**src/rtl/fetch_queue_pkg.sv**
```systemverilog
// Shared fetch constants: reset PC default, word geometry, NOP encoding.
package fetch_queue_pkg;

  localparam logic [31:0] PC_RESET_DEFAULT = 32'h0000_0000;
  localparam int          WORD_BYTES       = 4;
  localparam int          INSTR_W          = 32;
  localparam logic [INSTR_W-1:0] NOP_INSTR = 32'h0000_0000;

  function automatic logic [31:0] word_align(input logic [31:0] addr);
    return {addr[31:2], 2'b00};
  endfunction

endpackage

```
**src/rtl/fetch_entry_ram.sv**
```systemverilog
// Fetch queue storage: pc4/instr per entry plus filled flags, with separate
// allocate, fill, clear and read ports.
module fetch_entry_ram
  import fetch_queue_pkg::*;
#(
  parameter int DEPTH = 4,
  localparam int PW = $clog2(DEPTH)
) (
  input  logic               clk,
  input  logic               rst,
  input  logic               flush,
  input  logic               alloc_we,
  input  logic [PW-1:0]      alloc_idx,
  input  logic [31:0]        alloc_pc4,
  input  logic               fill_we,
  input  logic [PW-1:0]      fill_idx,
  input  logic [INSTR_W-1:0] fill_data,
  input  logic               clr_we,
  input  logic [PW-1:0]      clr_idx,
  input  logic [PW-1:0]      rd_idx,
  output logic [31:0]        rd_pc4,
  output logic [INSTR_W-1:0] rd_instr,
  output logic               rd_filled
);

  logic [31:0]        pc4_mem   [DEPTH];
  logic [INSTR_W-1:0] instr_mem [DEPTH];
  logic [DEPTH-1:0]   filled;

  always_ff @(posedge clk) begin
    if (alloc_we) pc4_mem[alloc_idx] <= alloc_pc4;
    if (fill_we)  instr_mem[fill_idx] <= fill_data;
  end

  // Alloc, fill and clear never target the same slot in one cycle.
  always_ff @(posedge clk) begin
    if (rst || flush) begin
      filled <= '0;
    end else begin
      if (alloc_we) filled[alloc_idx] <= 1'b0;
      if (fill_we)  filled[fill_idx]  <= 1'b1;
      if (clr_we)   filled[clr_idx]   <= 1'b0;
    end
  end

  assign rd_pc4    = pc4_mem[rd_idx];
  assign rd_instr  = instr_mem[rd_idx];
  assign rd_filled = filled[rd_idx];

endmodule

```
**src/rtl/fetch_queue.sv**
```systemverilog
// Instruction-fetch front end: owns the PC, issues in-order imem requests,
// queues responses and hands them to IF/ID; redirects flush and drop in-flight data.
module fetch_queue
  import fetch_queue_pkg::*;
#(
  parameter int          DEPTH    = 4,
  parameter logic [31:0] PC_RESET = PC_RESET_DEFAULT
) (
  input  logic        clk_i,
  input  logic        rst_i,
  output logic        imem_req_o,
  output logic [31:0] imem_addr_o,
  input  logic        imem_ready_i,
  input  logic        imem_rvalid_i,
  input  logic [31:0] imem_rdata_i,
  output logic        id_valid_o,
  output logic [31:0] id_instr_o,
  output logic [31:0] id_pc4_o,
  input  logic        id_ready_i,
  input  logic        redirect_i,
  input  logic [31:0] redirect_pc_i
);

  localparam int PW = $clog2(DEPTH);
  localparam int CW = PW + 1;
  localparam int DW = $clog2(2 * DEPTH) + 1;

  logic [31:0]   fetch_pc;
  logic [PW-1:0] head_ptr, alloc_ptr, fill_ptr;
  logic [CW-1:0] count;      // allocated entries
  logic [CW-1:0] pend_cnt;   // allocated but not yet filled
  logic [DW-1:0] drop_cnt;
  logic [DW-1:0] drop_next;

  logic          accept, fill_we, pop;
  logic          rd_filled;
  logic [31:0]   rd_pc4, rd_instr;

  assign imem_req_o  = ~rst_i & ~redirect_i & (count < CW'(DEPTH));
  assign imem_addr_o = fetch_pc;
  assign accept      = imem_req_o & imem_ready_i;

  // A response with nothing pending and nothing to drop is ignored.
  assign fill_we = imem_rvalid_i & ~rst_i & ~redirect_i &
                   (drop_cnt == '0) & (pend_cnt != '0);

  assign id_valid_o = rd_filled & ~redirect_i & ~rst_i;
  assign id_instr_o = rd_filled ? rd_instr : NOP_INSTR;
  assign id_pc4_o   = rd_pc4;
  assign pop        = id_valid_o & id_ready_i;

  // On redirect every still-unfilled request becomes a response to discard.
  always_comb begin
    drop_next = drop_cnt + DW'(pend_cnt);
    if (imem_rvalid_i && drop_next != '0) drop_next = drop_next - DW'(1);
  end

  always_ff @(posedge clk_i) begin
    if (rst_i) begin
      fetch_pc  <= PC_RESET;
      head_ptr  <= '0;
      alloc_ptr <= '0;
      fill_ptr  <= '0;
      count     <= '0;
      pend_cnt  <= '0;
      drop_cnt  <= '0;
    end else if (redirect_i) begin
      fetch_pc  <= word_align(redirect_pc_i);
      head_ptr  <= '0;
      alloc_ptr <= '0;
      fill_ptr  <= '0;
      count     <= '0;
      pend_cnt  <= '0;
      drop_cnt  <= drop_next;
    end else begin
      if (accept) begin
        fetch_pc  <= fetch_pc + 32'(WORD_BYTES);
        alloc_ptr <= alloc_ptr + PW'(1);
      end
      if (fill_we) fill_ptr <= fill_ptr + PW'(1);
      if (pop)     head_ptr <= head_ptr + PW'(1);
      count    <= count + CW'(accept) - CW'(pop);
      pend_cnt <= pend_cnt + CW'(accept) - CW'(fill_we);
      if (imem_rvalid_i && drop_cnt != '0) drop_cnt <= drop_cnt - DW'(1);
    end
  end

  fetch_entry_ram #(.DEPTH(DEPTH)) u_ram (
    .clk       (clk_i),
    .rst       (rst_i),
    .flush     (redirect_i),
    .alloc_we  (accept),
    .alloc_idx (alloc_ptr),
    .alloc_pc4 (fetch_pc + 32'(WORD_BYTES)),
    .fill_we   (fill_we),
    .fill_idx  (fill_ptr),
    .fill_data (imem_rdata_i),
    .clr_we    (pop),
    .clr_idx   (head_ptr),
    .rd_idx    (head_ptr),
    .rd_pc4    (rd_pc4),
    .rd_instr  (rd_instr),
    .rd_filled (rd_filled)
  );

endmodule

```
**config.mk**
```make
export PLATFORM = sky130hd
export DESIGN_NAME = fetch_queue
export DESIGN_NICKNAME = d
export VERILOG_FILES = /design/src/rtl/fetch_queue_pkg.sv /design/src/rtl/fetch_entry_ram.sv /design/src/rtl/fetch_queue.sv
export SDC_FILE = /design/constraint.sdc
export NUM_CORES = 1
export LEC_CHECK = 0
export ABC_CLOCK_PERIOD_IN_PS = 3680
export BUFFER_PORTS_ARGS = -buffer_cell sky130_fd_sc_hd__buf_2
export CORE_MARGIN = 8
export CORE_UTILIZATION = 51
export DETAILED_ROUTE_END_ITERATION = 8
export PLACE_DENSITY = 0.75
export RECOVER_POWER = 100
export SYNTH_ARGS = -nofsm -noshare
export SYNTH_HDL_FRONTEND = slang
export SYNTH_SLANG_ARGS = --single-unit
```
**constraint.sdc**
```tcl
create_clock -name clk_i -period 3.68 [get_ports clk_i]
set_input_delay 0.736 -clock clk_i [delete_from_list [all_inputs] [get_ports clk_i]]
set_output_delay 0.736 -clock clk_i [all_outputs]
set_load 0.005 [all_outputs]
```
Word-level counts from Yosys, hierarchy flattened

Memory sizes are Yosys's and may differ from the RTL's. A register that Yosys moved wholly into a read port is not among the register bits.
Cells that the tools add are included.

Add/subtract/negate cells: 11
Magnitude comparators: 7
Multiplexer cells: 27
Bitwise logic cells: 17
Reduce and logical (&&, ||, !) cells: 13

Operator list:

| operator                | number |
|---|---|
| $mux W32                | 3 |
| $add A32 B3 Y32 const B | 1 |
| $mux W4                 | 8 |
| $and A1 B1 Y1           | 10 |
| $lt A2 B3 Y1 const B    | 3 |
| $and A4 B4 Y4           | 2 |
| $mux W1                 | 8 |
| $mux W2                 | 4 |
| $not A4 Y4              | 2 |
| $reduce_bool A4 Y1      | 2 |
| $sub A4 B1 Y4 const B   | 2 |
| $add A2 B1 Y2 const B   | 3 |
| $add A3 B1 Y3           | 2 |
| $demux W1 S2            | 3 |
| $ge A2 B1 Y1 const B    | 3 |
| $sub A3 B1 Y3           | 2 |
| $logic_and A1 B1 Y1     | 5 |
| $add A4 B3 Y4           | 1 |
| $logic_not A4 Y1        | 1 |
| $or A4 B4 Y4            | 1 |
| $reduce_bool A2 Y1      | 2 |
| $lt A3 B3 Y1 const B    | 1 |
| $reduce_bool A3 Y1      | 1 |
| $bmux W1 S2             | 1 |
| other kinds (3)         | 4 |

Register bits after elaboration: 52
Bits in writable memories: 256
Input port bits: 70
Output and inout bits: 98
Logic and storage cells: 86
Memories: 2

Memories:

| memory          | depth | width | rd ports | clocked after Yosys merged registers in | wr ports | line                  | text |
|---|---|---|---|---|---|---|---|
| u_ram.instr_mem | 4     | 32    | 1        | 1                                       | 1        | fetch_entry_ram.sv:27 | `logic [INSTR_W-1:0] instr_mem [DEPTH];` |
| u_ram.pc4_mem   | 4     | 32    | 1        | 1                                       | 1        | fetch_entry_ram.sv:26 | `logic [31:0] pc4_mem [DEPTH];` |

Logic depth before layout (Yosys ltp)

Depth in word-level cells: 13
Mapped depth: 11
Gate-level depth less buffers: 10

Hierarchy

A second synthesis with hierarchy kept.

Cells, all modules: 845
Area, all modules: 13,188.9 µm²

Modules (own cells, without submodules):

| module          | times used | cells each | area each (µm²) | sequential area each (µm²) |
|---|---|---|---|---|
| fetch_entry_ram | 1          | 365        | 9,491.6         | 7,767.4 |
| fetch_queue     | 1          | 480        | 3,697.3         | 920.9 |

Worst setup path after synthesis

Ideal clock, no wire load.

Path type: in2reg
Start: in redirect_i
End: mem u_ram.instr_mem[0][0] (enable)
Setup time: 0.392 ns
Arrival: 2.780 ns
Required time: 3.288 ns
Path slack: 0.508 ns
Stages on the path: 6
Buffers on the path: 3
Cells stage by stage: clkbuf_1 or2_2 clkbuf_1 nor4_1 buf_2 and2_1

Cells in the longest elaborated chain, start to end: 6

Ends and longest elaborated chain:

| element                       | line                  | text |
|---|---|---|
| from (decl)                   | fetch_queue.sv:20     | `input logic redirect_i,` |
| $not A1 Y1                    | fetch_queue.sv:44     | `assign fill_we = imem_rvalid_i & ~rst_i & ~redirect_i &` |
| $and A1 B1 Y1 (2 in a row)    | fetch_queue.sv:44     |  |
| $and A1 B1 Y1                 | fetch_queue.sv:45     | `(drop_cnt == '0) & (pend_cnt != '0);` |
| $mux W1                       | fetch_entry_ram.sv:32 | `if (fill_we) instr_mem[fill_idx] <= fill_data;` |
| $mux W1 (not written as such) | fetch_entry_ram.sv:32 |  |
| to (decl)                     | fetch_entry_ram.sv:27 |  |

Every way passes these cells.

Worst setup path in the final report

Start: in rst_i
End: mem u_ram.pc4_mem[2][22] (enable)

Cells in the longest elaborated chain, start to end: 6

Ends and longest elaborated chain:

| element                       | line                  | text |
|---|---|---|
| from (decl)                   | fetch_queue.sv:10     | `input logic rst_i,` |
| $not A1 Y1                    | fetch_queue.sv:39     | `assign imem_req_o = ~rst_i & ~redirect_i & (count < CW'(DEPTH));` |
| $and A1 B1 Y1 (2 in a row)    | fetch_queue.sv:39     |  |
| $and A1 B1 Y1                 | fetch_queue.sv:41     | `assign accept = imem_req_o & imem_ready_i;` |
| $mux W1                       | fetch_entry_ram.sv:31 | `if (alloc_we) pc4_mem[alloc_idx] <= alloc_pc4;` |
| $mux W1 (not written as such) | fetch_entry_ram.sv:31 |  |
| to (decl)                     | fetch_entry_ram.sv:26 |  |

Every way passes these cells.

==> impl_metrics.toml <==
[pwr]
ir_drop_v = 0.000342
leakage_nw = 4.98
p_per_area_nw_per_um2 = 469

[detailed_routing]
drc_errors = 0
firstDrtPassIters = 5
postRouteAntennaNets = 0
via_count = 7593
wirelength_um = 28000
viasPerCell = 5.67
post_drt_wl_per_cell_um = 20.9
drt-initial-drc-count = 662

[floorplanning]
start_util = 0.514
core_um2 = 25000
io_pins = 168
dieArea_um2 = 30500
rows = 58
die_y_um = 175
die_w_um = 175

[synthesis]
syn_area_um2 = 12800
synth_top_area_share = 0.580
synth-seq-cells = 300
synthArstFlopShare = 0
synth_edf_count = 248
yosysTopAreaCell = "edfxtp_1"
ys_warn_count = 0
syn_inst = 824
ys.flop_type = "edfxtp_1"
syn_area_per_cell_um2 = 15.6
ys_top_cells_by_area = "edfxtp_1 (58%), mux4_2 (11%), dfxtp_1 (8.1%)"
synth_seq_area_share = 0.661
netlist-cell-type-count = 58

[timing]
worstMarginPinSlew_ns = 1.44
tns_ns = 0
slew_headroom = 0.0429
fmaxAchievable_mhz = 303
slew_viol_final = 0
setup_viol = 0
rsz0062_at_grt = "no"
setup_ws_ns = 0.376
finalCritPeriodShare = 0.898
fin_crit_ns = 3.30
hold_viol = 0
fin_skew_ns = 0.0211

[worst_setup_path]
worstSetupStartpointType = "primary input"
endpoint_kind = "flip-flop"
regToRegSetupSlack_ns = 0.41
required_ns = 3.87
r2r_end = "u_ram.instr_mem[0][11]"
crit_chain = "buf_2 > clkbuf_2 > nor4b_1 > clkbuf_1 > nand2_1 > inv_1 > clkbuf_4"
crit_path_max_fanout = 37
cp-endpoint = "u_ram.pc4_mem[2][22]"
worst-path-stages = 7
worst_ep_arrival_time_ns = 3.49
cp_slowest_cell = "clkbuf_1"
r2r_start = "drop_cnt[1]"
cp_slowest_stage_delay_ns = 0.59
cp_top_family = "buffers and inverters"
worstPathBufferInverterCount = 5
crit_type = "primary input to flip-flop"
reg2reg_depth = 7
cp-startpoint = "rst_i"

[grt]
grt_overflow = 0
grt_pass1_vias = 7602
grt_max_degree = 46
grt_pass1_wl_um = 43100
grtUsageTotal = 0.177
antenna_found_initial = 2

[cells_and_area]
area_growth_pct = 15.3
final_util = 0.593
diodes = 0
drive_gt1_frac = 0.201
nets = 1081
layout_commonest_cell = "edfxtp_1"
layout_common_cells = "edfxtp_1 (248), clkbuf_1 (104), buf_2 (73)"

[clock_tree]
cts_resized = 0
clk_latency_ns = 0.55
ctsHtreeMaxLevel = 1
cts_tree = "built"
cts.clk_slew.worst_paths_ns = 0.07
clock-root-buffer = "clkbuf_16"
numClockSinks = 300
cts_buffers = 30
clock_path_buffers = 3
postCtsHoldBufs = 0
cts_setup_buffers = 0

[place]
post-dp-hpwl_um = 18300
gp_congestion = 0.852
pre_cts_slack_ns = 0.613
io_buffers = 161

[run]
max-cap-violations = 0

[run_status]
outcome = "finished, final reports clean"

[min_path]
min_path_type = "primary input to flip-flop"
-- synthesized netlist by cell type, types with 5 or more instances --
master    instances
o221ai_1          6
buf_2             9
nor2_1           41
mux4_2           63
nand2_1          36
a31oi_1           9
clkbuf_1         36
a311oi_1         11
a21oi_1          12
inv_1            26
nor4_1           10
o21ai_0           5
xnor2_1          27
xor2_1           20
ha_1             22
nor3_1           13
nand3_1          18
a211oi_1         11
nand4_1          11
dfxtp_1          52
buf_1             7
and2_1           49
and3_1            9
or4_1            10
o31ai_1           8
edfxtp_1        248
-- state kept, by name, summed over array words and instances, names as in the netlist, named ones only --
name             count
u_ram.instr_mem    128
u_ram.pc4_mem      120
imem_addr_o         30
drop_cnt             4
u_ram.filled         4
count                3
pend_cnt             3
alloc_ptr            2
fill_ptr             2
head_ptr             2
-- routing by layer --
metal / share of wire / vias to the layer above / wire length (um) / global-route usage
met3: 0.058 / 46 / 1620 / 0.0313
met2: 0.49 / 242 / 13800 / 0.294
li1: - / 3524 / - / -
met4: 0.023 / 2 / 631 / 0.0491
met5: 0.00043 / - / 12 / 0
met1: 0.43 / 3779 / 11900 / 0.238
-- worst min path at each step --
| stage | from | end | slack (ns) | cells past startpoint |
|---|---|---|---|---|
| 6_report | redirect_pc_i[4] | imem_addr_o[4] | 0.45 | 3 |
| 5_1_grt | imem_rdata_i[10] | u_ram.instr_mem[3][10] | 0.45 | 1 |
| 4_1_cts | imem_rdata_i[10] | u_ram.instr_mem[0][10] | 0.39 | 1 |
| 3_5_place_dp | count[1] | count[2] | 0.50 | 2 |
| 3_3_place_gp | alloc_ptr[0] | alloc_ptr[0] | 0.48 | 2 |
| 2_1_floorplan | alloc_ptr[0] | alloc_ptr[0] | 0.47 | 2 |
-- worst min-delay path, stage by stage --
cell     delay [ns]
buf_2          0.11
nand2_1        0.06
a21oi_1        0.05
-- where the power goes --
| part | total (mW) | switching, mW | internal, mW |
|---|---|---|---|
| Clock | 2.82 | 1.23 | 1.60 |
| Combinational | 0.324 | 0.198 | 0.126 |
| Sequential | 3.79 | 0.0608 | 3.73 |
| Total | 6.93 | 1.49 | 5.45 |
-- cell type report --
type	count	area (um^2)
tap	330	413
sequential	300	8490
fill	1996	10200
clock buffer	39	795
inverter	27	101
multi-input combinational	444	4020
clock inverter	17	126
timing repair buffer	183	853
-- cells by family after synthesis --
logic type | after synthesis | synth area share
AO/OA/AOI/OAI | 83 | 0.0479
XOR/XNOR | 47 | 0.0321
adder cells (fa/ha/maj) | 25 | 0.0261
buffers and inverters | 83 | 0.0263
flip-flops | 300 | 0.661
multiplexers | 65 | 0.112
other | 1 | 0.000292
AND/OR/NAND/NOR | 220 | 0.0940
-- through the flow --
step	hold slack [ns]	std cells	power, mW	cell area, um^2
floorplan	0.466	827	4.03	12800
global placement	0.481	1284	4.18	14100
detailed placement	0.503	1284	4.19	14100
CTS	0.386	1340	6.99	15000
global route	0.448	1340	7.15	14800
finish	0.454	1340	6.93	14800
No activity file was read; power rests on OpenSTA's default activity.
